$ cat src/rtl/wb_stage.sv
// -----------------------------------------------------------------------------
// wb_stage -- RV32I writeback stage.
//
// Takes completed instructions from execute. Non-loads are written straight to
// the register-file port; loads park in WAIT_LOAD until the data-memory
// response arrives, then the word is aligned and sign/zero-extended before the
// write. Misaligned loads and loads with an illegal funct3 raise a one-cycle
// o_load_fault instead of waiting. Every register, including the output
// pulses, only advances on edges where i_clk_en is high, so a pending write
// strobe is seen by the register file exactly once.
//
// Optional feature macro: WB_FWD_EN (adds rs1/rs2 forwarding-hit outputs).
//
// Ports:
//   i_clk, i_rst_n (async active-low), i_clk_en (global clock enable)
//   i_valid / o_ready          : execute handshake (o_ready = state is IDLE)
//   i_rd_addr, i_rd_en         : destination register and its write enable
//   i_result                   : ALU result for non-loads
//   i_is_load, i_funct3,
//   i_addr_lo                  : load size/sign and effective-address low bits
//   i_mem_rvalid, i_mem_rdata  : data-memory response
//   o_rd_addr, o_rd_data,
//   o_rd_write                 : register-file write port (registered)
//   o_load_fault               : registered one-cycle fault pulse
//   o_busy                     : high while waiting for load data
//   [WB_FWD_EN] i_rs1_addr, i_rs2_addr, o_fwd_rs1_hit, o_fwd_rs2_hit
// -----------------------------------------------------------------------------
module wb_stage (
  input  logic        i_clk,
  input  logic        i_rst_n,
  input  logic        i_clk_en,
  input  logic        i_valid,
  output logic        o_ready,
  input  logic [4:0]  i_rd_addr,
  input  logic        i_rd_en,
  input  logic [31:0] i_result,
  input  logic        i_is_load,
  input  logic [2:0]  i_funct3,
  input  logic [1:0]  i_addr_lo,
  input  logic        i_mem_rvalid,
  input  logic [31:0] i_mem_rdata,
  output logic [4:0]  o_rd_addr,
  output logic [31:0] o_rd_data,
  output logic        o_rd_write,
  output logic        o_load_fault,
  output logic        o_busy
`ifdef WB_FWD_EN
  ,
  input  logic [4:0]  i_rs1_addr,
  input  logic [4:0]  i_rs2_addr,
  output logic        o_fwd_rs1_hit,
  output logic        o_fwd_rs2_hit
`endif
);

  localparam logic [0:0] IDLE      = 1'b0;
  localparam logic [0:0] WAIT_LOAD = 1'b1;

  localparam logic [2:0] F3_LB  = 3'b000;
  localparam logic [2:0] F3_LH  = 3'b001;
  localparam logic [2:0] F3_LW  = 3'b010;
  localparam logic [2:0] F3_LBU = 3'b100;
  localparam logic [2:0] F3_LHU = 3'b101;

  // Load is unusable: illegal funct3 or an address not aligned to its size.
  function automatic logic f_load_fault(input logic [2:0] funct3,
                                        input logic [1:0] addr_lo);
    logic fault;
    case (funct3)
      F3_LB, F3_LBU: fault = 1'b0;
      F3_LH, F3_LHU: fault = addr_lo[0];
      F3_LW:         fault = (addr_lo != 2'b00);
      default:       fault = 1'b1;
    endcase
    return fault;
  endfunction

  // Select the addressed byte/half of the memory word and extend it.
  function automatic logic [31:0] f_align(input logic [2:0]  funct3,
                                          input logic [1:0]  addr_lo,
                                          input logic [31:0] rdata);
    logic [7:0]  byte_v;
    logic [15:0] half_v;
    logic [31:0] res;
    case (addr_lo)
      2'b00:   byte_v = rdata[7:0];
      2'b01:   byte_v = rdata[15:8];
      2'b10:   byte_v = rdata[23:16];
      2'b11:   byte_v = rdata[31:24];
      default: byte_v = 8'h00;
    endcase
    if (addr_lo[1]) begin
      half_v = rdata[31:16];
    end else begin
      half_v = rdata[15:0];
    end
    case (funct3)
      F3_LB:   res = {{24{byte_v[7]}}, byte_v};
      F3_LH:   res = {{16{half_v[15]}}, half_v};
      F3_LW:   res = rdata;
      F3_LBU:  res = {24'h000000, byte_v};
      F3_LHU:  res = {16'h0000, half_v};
      default: res = 32'h00000000;
    endcase
    return res;
  endfunction

  logic [0:0]  r_state;
  logic [4:0]  r_rd_addr;
  logic [31:0] r_rd_data;
  logic        r_rd_write;
  logic        r_load_fault;
  logic [4:0]  r_ld_rd_addr;
  logic        r_ld_rd_en;
  logic [2:0]  r_ld_funct3;
  logic [1:0]  r_ld_addr_lo;

  logic [0:0]  w_state_nxt;
  logic [4:0]  w_rd_addr_nxt;
  logic [31:0] w_rd_data_nxt;
  logic        w_rd_write_nxt;
  logic        w_load_fault_nxt;
  logic [4:0]  w_ld_rd_addr_nxt;
  logic        w_ld_rd_en_nxt;
  logic [2:0]  w_ld_funct3_nxt;
  logic [1:0]  w_ld_addr_lo_nxt;

  // Next-state and next-output decode; pulses default low, data holds.
  always_comb begin
    w_state_nxt      = r_state;
    w_rd_addr_nxt    = r_rd_addr;
    w_rd_data_nxt    = r_rd_data;
    w_rd_write_nxt   = 1'b0;
    w_load_fault_nxt = 1'b0;
    w_ld_rd_addr_nxt = r_ld_rd_addr;
    w_ld_rd_en_nxt   = r_ld_rd_en;
    w_ld_funct3_nxt  = r_ld_funct3;
    w_ld_addr_lo_nxt = r_ld_addr_lo;
    case (r_state)
      IDLE: begin
        if (i_valid) begin
          if (!i_is_load) begin
            w_rd_addr_nxt  = i_rd_addr;
            w_rd_data_nxt  = i_result;
            w_rd_write_nxt = i_rd_en && (i_rd_addr != 5'd0);
          end else if (f_load_fault(i_funct3, i_addr_lo)) begin
            w_load_fault_nxt = 1'b1;
          end else begin
            w_ld_rd_addr_nxt = i_rd_addr;
            w_ld_rd_en_nxt   = i_rd_en;
            w_ld_funct3_nxt  = i_funct3;
            w_ld_addr_lo_nxt = i_addr_lo;
            w_state_nxt      = WAIT_LOAD;
          end
        end else begin
          w_state_nxt = IDLE;
        end
      end
      WAIT_LOAD: begin
        if (i_mem_rvalid) begin
          w_rd_addr_nxt  = r_ld_rd_addr;
          w_rd_data_nxt  = f_align(r_ld_funct3, r_ld_addr_lo, i_mem_rdata);
          w_rd_write_nxt = r_ld_rd_en && (r_ld_rd_addr != 5'd0);
          w_state_nxt    = IDLE;
        end else begin
          w_state_nxt = WAIT_LOAD;
        end
      end
      default: begin
        w_state_nxt = IDLE;
      end
    endcase
  end

  // State and output registers; nothing moves on a disabled edge.
  always_ff @(posedge i_clk or negedge i_rst_n) begin
    if (!i_rst_n) begin
      r_state      <= IDLE;
      r_rd_addr    <= 5'd0;
      r_rd_data    <= 32'd0;
      r_rd_write   <= 1'b0;
      r_load_fault <= 1'b0;
      r_ld_rd_addr <= 5'd0;
      r_ld_rd_en   <= 1'b0;
      r_ld_funct3  <= 3'd0;
      r_ld_addr_lo <= 2'd0;
    end else if (i_clk_en) begin
      r_state      <= w_state_nxt;
      r_rd_addr    <= w_rd_addr_nxt;
      r_rd_data    <= w_rd_data_nxt;
      r_rd_write   <= w_rd_write_nxt;
      r_load_fault <= w_load_fault_nxt;
      r_ld_rd_addr <= w_ld_rd_addr_nxt;
      r_ld_rd_en   <= w_ld_rd_en_nxt;
      r_ld_funct3  <= w_ld_funct3_nxt;
      r_ld_addr_lo <= w_ld_addr_lo_nxt;
    end
  end

  assign o_ready      = (r_state == IDLE);
  assign o_busy       = (r_state == WAIT_LOAD);
  assign o_rd_addr    = r_rd_addr;
  assign o_rd_data    = r_rd_data;
  assign o_rd_write   = r_rd_write;
  assign o_load_fault = r_load_fault;

`ifdef WB_FWD_EN
  // Hit only while the write is actually being presented; x0 never forwards.
  assign o_fwd_rs1_hit = r_rd_write && (r_rd_addr == i_rs1_addr) && (i_rs1_addr != 5'd0);
  assign o_fwd_rs2_hit = r_rd_write && (r_rd_addr == i_rs2_addr) && (i_rs2_addr != 5'd0);
`endif

endmodule

$ cat config.mk
export PLATFORM = sky130hd
export DESIGN_NAME = wb_stage
export DESIGN_NICKNAME = d
export VERILOG_FILES = /design/src/rtl/wb_stage.sv
export SDC_FILE = /design/constraint.sdc
export NUM_CORES = 1
export LEC_CHECK = 0
export BUFFER_PORTS_ARGS = -buffer_cell sky130_fd_sc_hd__buf_4
export CORE_MARGIN = 10
export CORE_UTILIZATION = 49
export CTS_CLUSTER_DIAMETER = 150
export DETAILED_ROUTE_END_ITERATION = 10
export MAX_ROUTING_LAYER = met4
export PLACE_DENSITY_LB_ADDON = 0.05
export SETUP_SLACK_MARGIN = 0.2
export SLEW_MARGIN = 20
export SYNTH_ARGS = -nofsm -noshare
export SYNTH_HDL_FRONTEND = slang
export SYNTH_SLANG_ARGS = --single-unit
$ cat constraint.sdc
create_clock -name i_clk -period 1.9 [get_ports i_clk]
set_input_delay 0.38 -clock i_clk [delete_from_list [all_inputs] [get_ports i_clk]]
set_output_delay 0.38 -clock i_clk [all_outputs]
set_load 0.01 [all_outputs]
=== Word-level counts from Yosys, hierarchy flattened ===
Cells that the tools add are included.

* Register bits after elaboration: 51
* Input bits: 81
* Output and inout port bits: 41
* Logic and storage cells: 65

* Eq/ne operators: 14
* Muxes and demuxes: 28
* Bitwise gates (word level): 2
* Reduce and logical (&&, ||, !) cells: 12

{| class="wikitable"
|+ Operators with widths
! cell !! number
|-
| 32-bit one-hot mux with 5 select lines || 1
|-
| 32-bit two-way mux || 3
|-
| 32-bit one-hot mux with 2 select lines || 1
|-
| 8-bit one-hot mux with 4 select lines || 1
|-
| 16-bit two-way mux || 1
|-
| 5-bit two-way mux || 3
|-
| 1-bit two-way mux || 14
|-
| 3-bit equality test (second input constant) || 4
|-
| 5-bit one-hot mux with 2 select lines || 1
|-
| 5-bit nonzero test || 2
|-
| 3-bit by 1-bit equality test with 1-bit output (second input constant) || 2
|-
| 3-bit by 2-bit equality test with 1-bit output (second input constant) || 2
|-
| 3-bit logical NOT || 2
|-
| 2-bit != test (second input constant) || 3
|-
| 5-bit AND reduction || 1
|-
| 2-bit equality test (second input constant) || 2
|-
| 1-bit one-hot mux with 2 select lines || 2
|-
| 4-bit AND reduction || 1
|-
| 2-bit OR reduction || 2
|-
| 1-bit one-hot mux with 3 select lines || 1
|-
| 2-bit by 1-bit equality test with 1-bit output (second input constant) || 1
|-
| 1-bit logical AND || 2
|-
| 2-bit logical NOT || 1
|-
| 1-bit inverter || 2
|-
| 2-bit nonzero test || 1
|}

=== Longest topological paths before layout ===
* Depth after elaboration: 10
* Gate-level depth with buffers: 6

=== Least setup slack after synthesis ===
Ideal clock, no wire load.

* Kind: input port to flip-flop
* From: input i_funct3[0]
* To: register r_ld_rd_addr[3]
* Setup time: 0.128 ns
* Arrival: 1.423 ns
* Data required time: 1.772 ns
* Setup slack: 0.350 ns
* Stages: 4
* Cells stage by stage: o41ai_1 -> nand2b_1 -> buf_2 -> mux2_1

* Word-level cells in the longest chain between the ends: 8
* Elaborated cells on any way between the ends: 13
* Those cells by class: eq/ne: 4; mux: 4; bitwise: 1; reduce/logical: 4

{| class="wikitable"
|+ RTL lines
! element !! line !! RTL
|-
| start: declaration || 38 || <nowiki>input logic [2:0] i_funct3,</nowiki>
|-
| 3-bit by 1-bit equality test with 1-bit output, or another cell as far along || 69 || <nowiki>case (funct3)</nowiki>
|-
| 2-bit OR reduction || 69 ||
|-
| 1-bit one-hot mux with 3 select lines * || 69 ||
|-
| 1-bit two-way mux * || 142 || <nowiki>if (!i_is_load) begin</nowiki>
|-
| 1-bit two-way mux * || 141 || <nowiki>if (i_valid) begin</nowiki>
|-
| 1-bit two-way mux * || 139 || <nowiki>case (r_state)</nowiki>
|-
| 1-bit inverter (no source line) * || n/a ||
|-
| 5-bit AND reduction (no source line) * || n/a ||
|-
| end signal: assignment || 193 || <nowiki>r_ld_rd_addr <= w_ld_rd_addr_nxt;</nowiki>
|-
| end: declaration || 113 || <nowiki>logic [4:0] r_ld_rd_addr;</nowiki>
|}

Every way passes the cells marked *; elsewhere a longest branch is shown, timed or not. The select of a mux whose other input is x is not followed.
A chain may end at the register's enable or synchronous reset.

=== Final worst setup path ===
* From: register r_ld_funct3[1]
* To: register r_rd_data[21] (netlist: o_rd_data[21])

* Word-level cells in the longest chain between the ends: 4
* Elaborated cells on any way between the ends: 8
* Those cells by class: eq/ne: 4; mux: 3; reduce/logical: 1

{| class="wikitable"
|+ RTL lines
! element !! line !! RTL
|-
| start: declaration || 115 || <nowiki>logic [2:0] r_ld_funct3;</nowiki>
|-
| start signal: assignment || 195 || <nowiki>r_ld_funct3 <= w_ld_funct3_nxt;</nowiki>
|-
| 3-bit equality test, or another cell as far along || 97 || <nowiki>case (funct3)</nowiki>
|-
| 32-bit one-hot mux with 5 select lines * || 97 ||
|-
| 32-bit two-way mux * || 160 || <nowiki>if (i_mem_rvalid) begin</nowiki>
|-
| 32-bit one-hot mux with 2 select lines * || 139 ||
|-
| end signal: assignment || 190 || <nowiki>r_rd_data <= w_rd_data_nxt;</nowiki>
|-
| end: declaration || 110 || <nowiki>logic [31:0] r_rd_data;</nowiki>
|}

Marked as above.

==> key figures <==
Run status
  • Status: finished, final reports clean

Die
  • # rows: 28
  • Die footprint: 0.009737 sq mm
  • Ports: 122
  • Die height: ~100 microns
  • Core box area: 0.005956 sq mm
  • Initial Util: roughly half
  • Die extent in x: about 100 microns

Detailed routing
  • DR vias/cell: 5.853
  • DRT iter0 DRCs: approximately 240
  • DRT antenna net count: 0
  • WL final: 10390 microns
  • Drt drc: 0
  • DR WL/cell: 20.05 microns
  • First-pass DRT Iterations: 4
  • Vias: 3032

Synth
  • Synth top area cells: dfrtp_1 42%, o22ai_1 5.4%, a21oi_1 5.3%, mux2i_1 5.0%, a211oi_1 4.0%
  • Netlist cell types: 43
  • Yosys top cell area share: 42.08%
  • Asr flop ratio synth: 100.0%
  • FF+latch count, synth: 51
  • Area leader, netlist: dfrtp_1
  • Ys flop type: dfrtp_1
  • Number of synthesized flops with an enable pin: 0
  • Cell count after synthesis: around 310
  • Mapped cell area: 0.003033 sq mm
  • Synth warn: 0
  • Syn avg cell area: 9.690 sq um
  • Sequential fraction of the synthesis area: 42.08%
  • Syn Nets: just under 400

Worst setup path
  • Max Fanout on Critical Path: 8
  • Worst setup SP type: flip-flop
  • Crit end category: flip-flop
  • WP buf/inv: 3
  • Reg2Reg Setup Slack: 130 ps
  • Crit path max-delay family: buffers and inverters
  • CP Cell Sequence: buf_6, or3b_4, o22ai_4, buf_12, o21ai_4, clkbuf_16, a21oi_2
  • Crit path arrival time: 2010 ps
  • R2r worst-path depth: 7
  • R2R Path End: o_rd_data[21]$_DFFE_PN0P_
  • RR Startpoint: r_ld_funct3[1]$_DFFE_PN0P_
  • Max stage delay cell, worst path: dfrtp_1
  • Worst Path Class, Setup: reg -> reg
  • Crit-path max cell delay: ~400 ps
  • Worst EP required: 2140 ps

STA
  • RSZ-0062 raised after global routing: yes
  • Fmax: around 570 MHz
  • Fin crit share: 93.07%
  • Min Clock Period, post-route: 1768 ps
  • Setup TNS: 0 ps
  • Skew final: ~5.8 ps
  • Final Setup Violations: 0
  • Worst-margin pin slew: 667.9 ps
  • Max_slew headroom: a little under three fifths
  • Slew Viols, Final: 0
  • Fin. Hold Viols: 0

Global route
  • Largest net degree at the start of global routing: 52
  • Antenna violations before repair: 0
  • First-pass GRT wire length: between 15000 and 20000 microns
  • Vias in the first global route: 3036
  • GRT Util Overall: 20.47%
  • Grt ovf: 0

CTS
  • CTS tree: yes
  • CTS Sinks: 51
  • # hold bufs at CTS: 0
  • Clock root buffer: clkbuf_8
  • CTS Buf Count: 5
  • Clock transition at path regs: 100 ps
  • Clk_lat worst skew: 310 ps
  • H-tree levels: 2
  • Max clock buf depth: 2

Run
  • Number of max-cap violations: 0

Placed design
  • DP Area: 0.004041 sq mm
  • I/O Buffers: 121
  • Gpl congestion: roughly 0.9
  • Placed cells: 501
  • Post-DP HPWL: about 7600 microns

Power
  • Tot Pwr: 4.582 mW
  • VDD IR max: 601.5 uV
  • P per Cell Area: between 1000 and 1500 mW/mm^2
  • Leak: between 1.5 and 2 nW

Hold path
  • Class of the worst hold path: in -> async

Cells and area
  • P&R area growth vs syn: 46.12%
  • Share of layout cells above drive strength 1: between 40% and 50%
  • Number of inserted diodes: 0
  • Design area: 0.004432 sq mm
  • Final cell count without fillers: between 500 and 600
  • # nets final: 523
-- layout by cell type, fill, tap and decap left out, types with 13 or more instances in the layout --
cell	synthesis	routed
a21oi_2	0	13
mux2i_1	15	15
o22ai_1	26	26
dfrtp_1	51	48
nor2_1	15	15
nor2b_1	16	16
a21oi_1	32	16
buf_4	1	139
nand2_1	24	23
-- power breakdown --
group	switching [mW]	internal, mW	total, mW	leakage, nW
Combinational	1.09	1.09	2.18	1.31
Sequential	0.210	1.40	1.61	0.608
Clock	0.393	0.397	0.790	0.0548
-- state kept, by name (all words and copies together) (netlist names) --
register,flops
o_busy,1
r_ld_rd_addr,5
o_rd_data,32
r_ld_addr_lo,2
r_ld_funct3,3
r_ld_rd_en,1
o_load_fault,1
o_rd_addr,5
o_rd_write,1
-- cell type report --
type	instances	area, sq um
repair buffers	145	1165
inverters	11	41.29
clock buffers	5	68.82
fillers	444	1524
multi-input cells	228	1737
well taps	75	93.84
clock inverters	3	46.29
flip-flops and latches	51	1280
-- metrics by stage --
stage               setup WS, ps  util, %  hold slack (ps)
floorplan                  349.8        -            84.41
global placement           46.05    67.86            454.5
detailed placement        -59.41    67.86            458.1
CTS                        194.2    71.26            117.6
global route               89.85    74.41            137.4
finish                     131.6    74.41            101.0
-- Yosys cell counts (all sizes together), types with 2 or more instances --
library cell and instances:
a211oi 16, a21oi 32, a221oi 9, a2bb2oi 7, buf 13, clkbuf 10, dfrtp 51, inv 10
mux2 11, mux2i 15, nand2 24, nand2b 2, nor2 16, nor2b 16, nor3b 2, o211ai 2
o21a 2, o21ai 14, o221ai 8, o22ai 27, o2bb2ai 7, o31ai 7, or3b 2, or4 2
-- how the worst max path moves through the flow --
stage / start / end / slack, ps / cells after the start
after floorplan: i_funct3[0] / r_ld_rd_addr[3]$_DFFE_PN0P_ / 350 / 4
after global routing: r_ld_funct3[1]$_DFFE_PN0P_ / o_rd_data[22]$_DFFE_PN0P_ / 90 / 7
final: r_ld_funct3[1]$_DFFE_PN0P_ / o_rd_data[21]$_DFFE_PN0P_ / 130 / 7
after global placement: r_ld_funct3[0]$_DFFE_PN0P_ / o_rd_data[10]$_DFFE_PN0P_ / 50 / 4
after CTS: r_ld_funct3[1]$_DFFE_PN0P_ / o_rd_data[11]$_DFFE_PN0P_ / 190 / 6
after detailed placement: r_ld_funct3[0]$_DFFE_PN0P_ / o_rd_data[11]$_DFFE_PN0P_ / -60 / 4
-- timing repair --
action                                  in CTS  in global routing
cloned                                       0                  2
endpoints found under the setup margin      27                 28
gates resized for setup                      7                 27
setup buffers                                4                  3
pin swaps                                    3                  9
-- layer usage --
metal / global-route usage, % / vias up / routed length, microns / share of wire [%]
met5: - / - / 0 / 0
li1: - / 1450 / - / -
met4: 3.638 / 0 / 26 / 0.25
met2: 33.84 / 116 / 5381 / 52
met3: 3.980 / 4 / 616 / 5.9
met1: 25.67 / 1462 / 4362 / 42
-- cell families (layout without fill, tap and decap cells) --
family                 after synthesis  in the layout  synth area share, %
and+or+nand+nor                     67             67                11.55
DFF                                 51             51                42.08
muxes                               26             26                9.035
buffers and inverters               34            164                5.239
AOI/OAI and AO/OA                  135            135                32.10
Power figures use the tool's default switching activity.
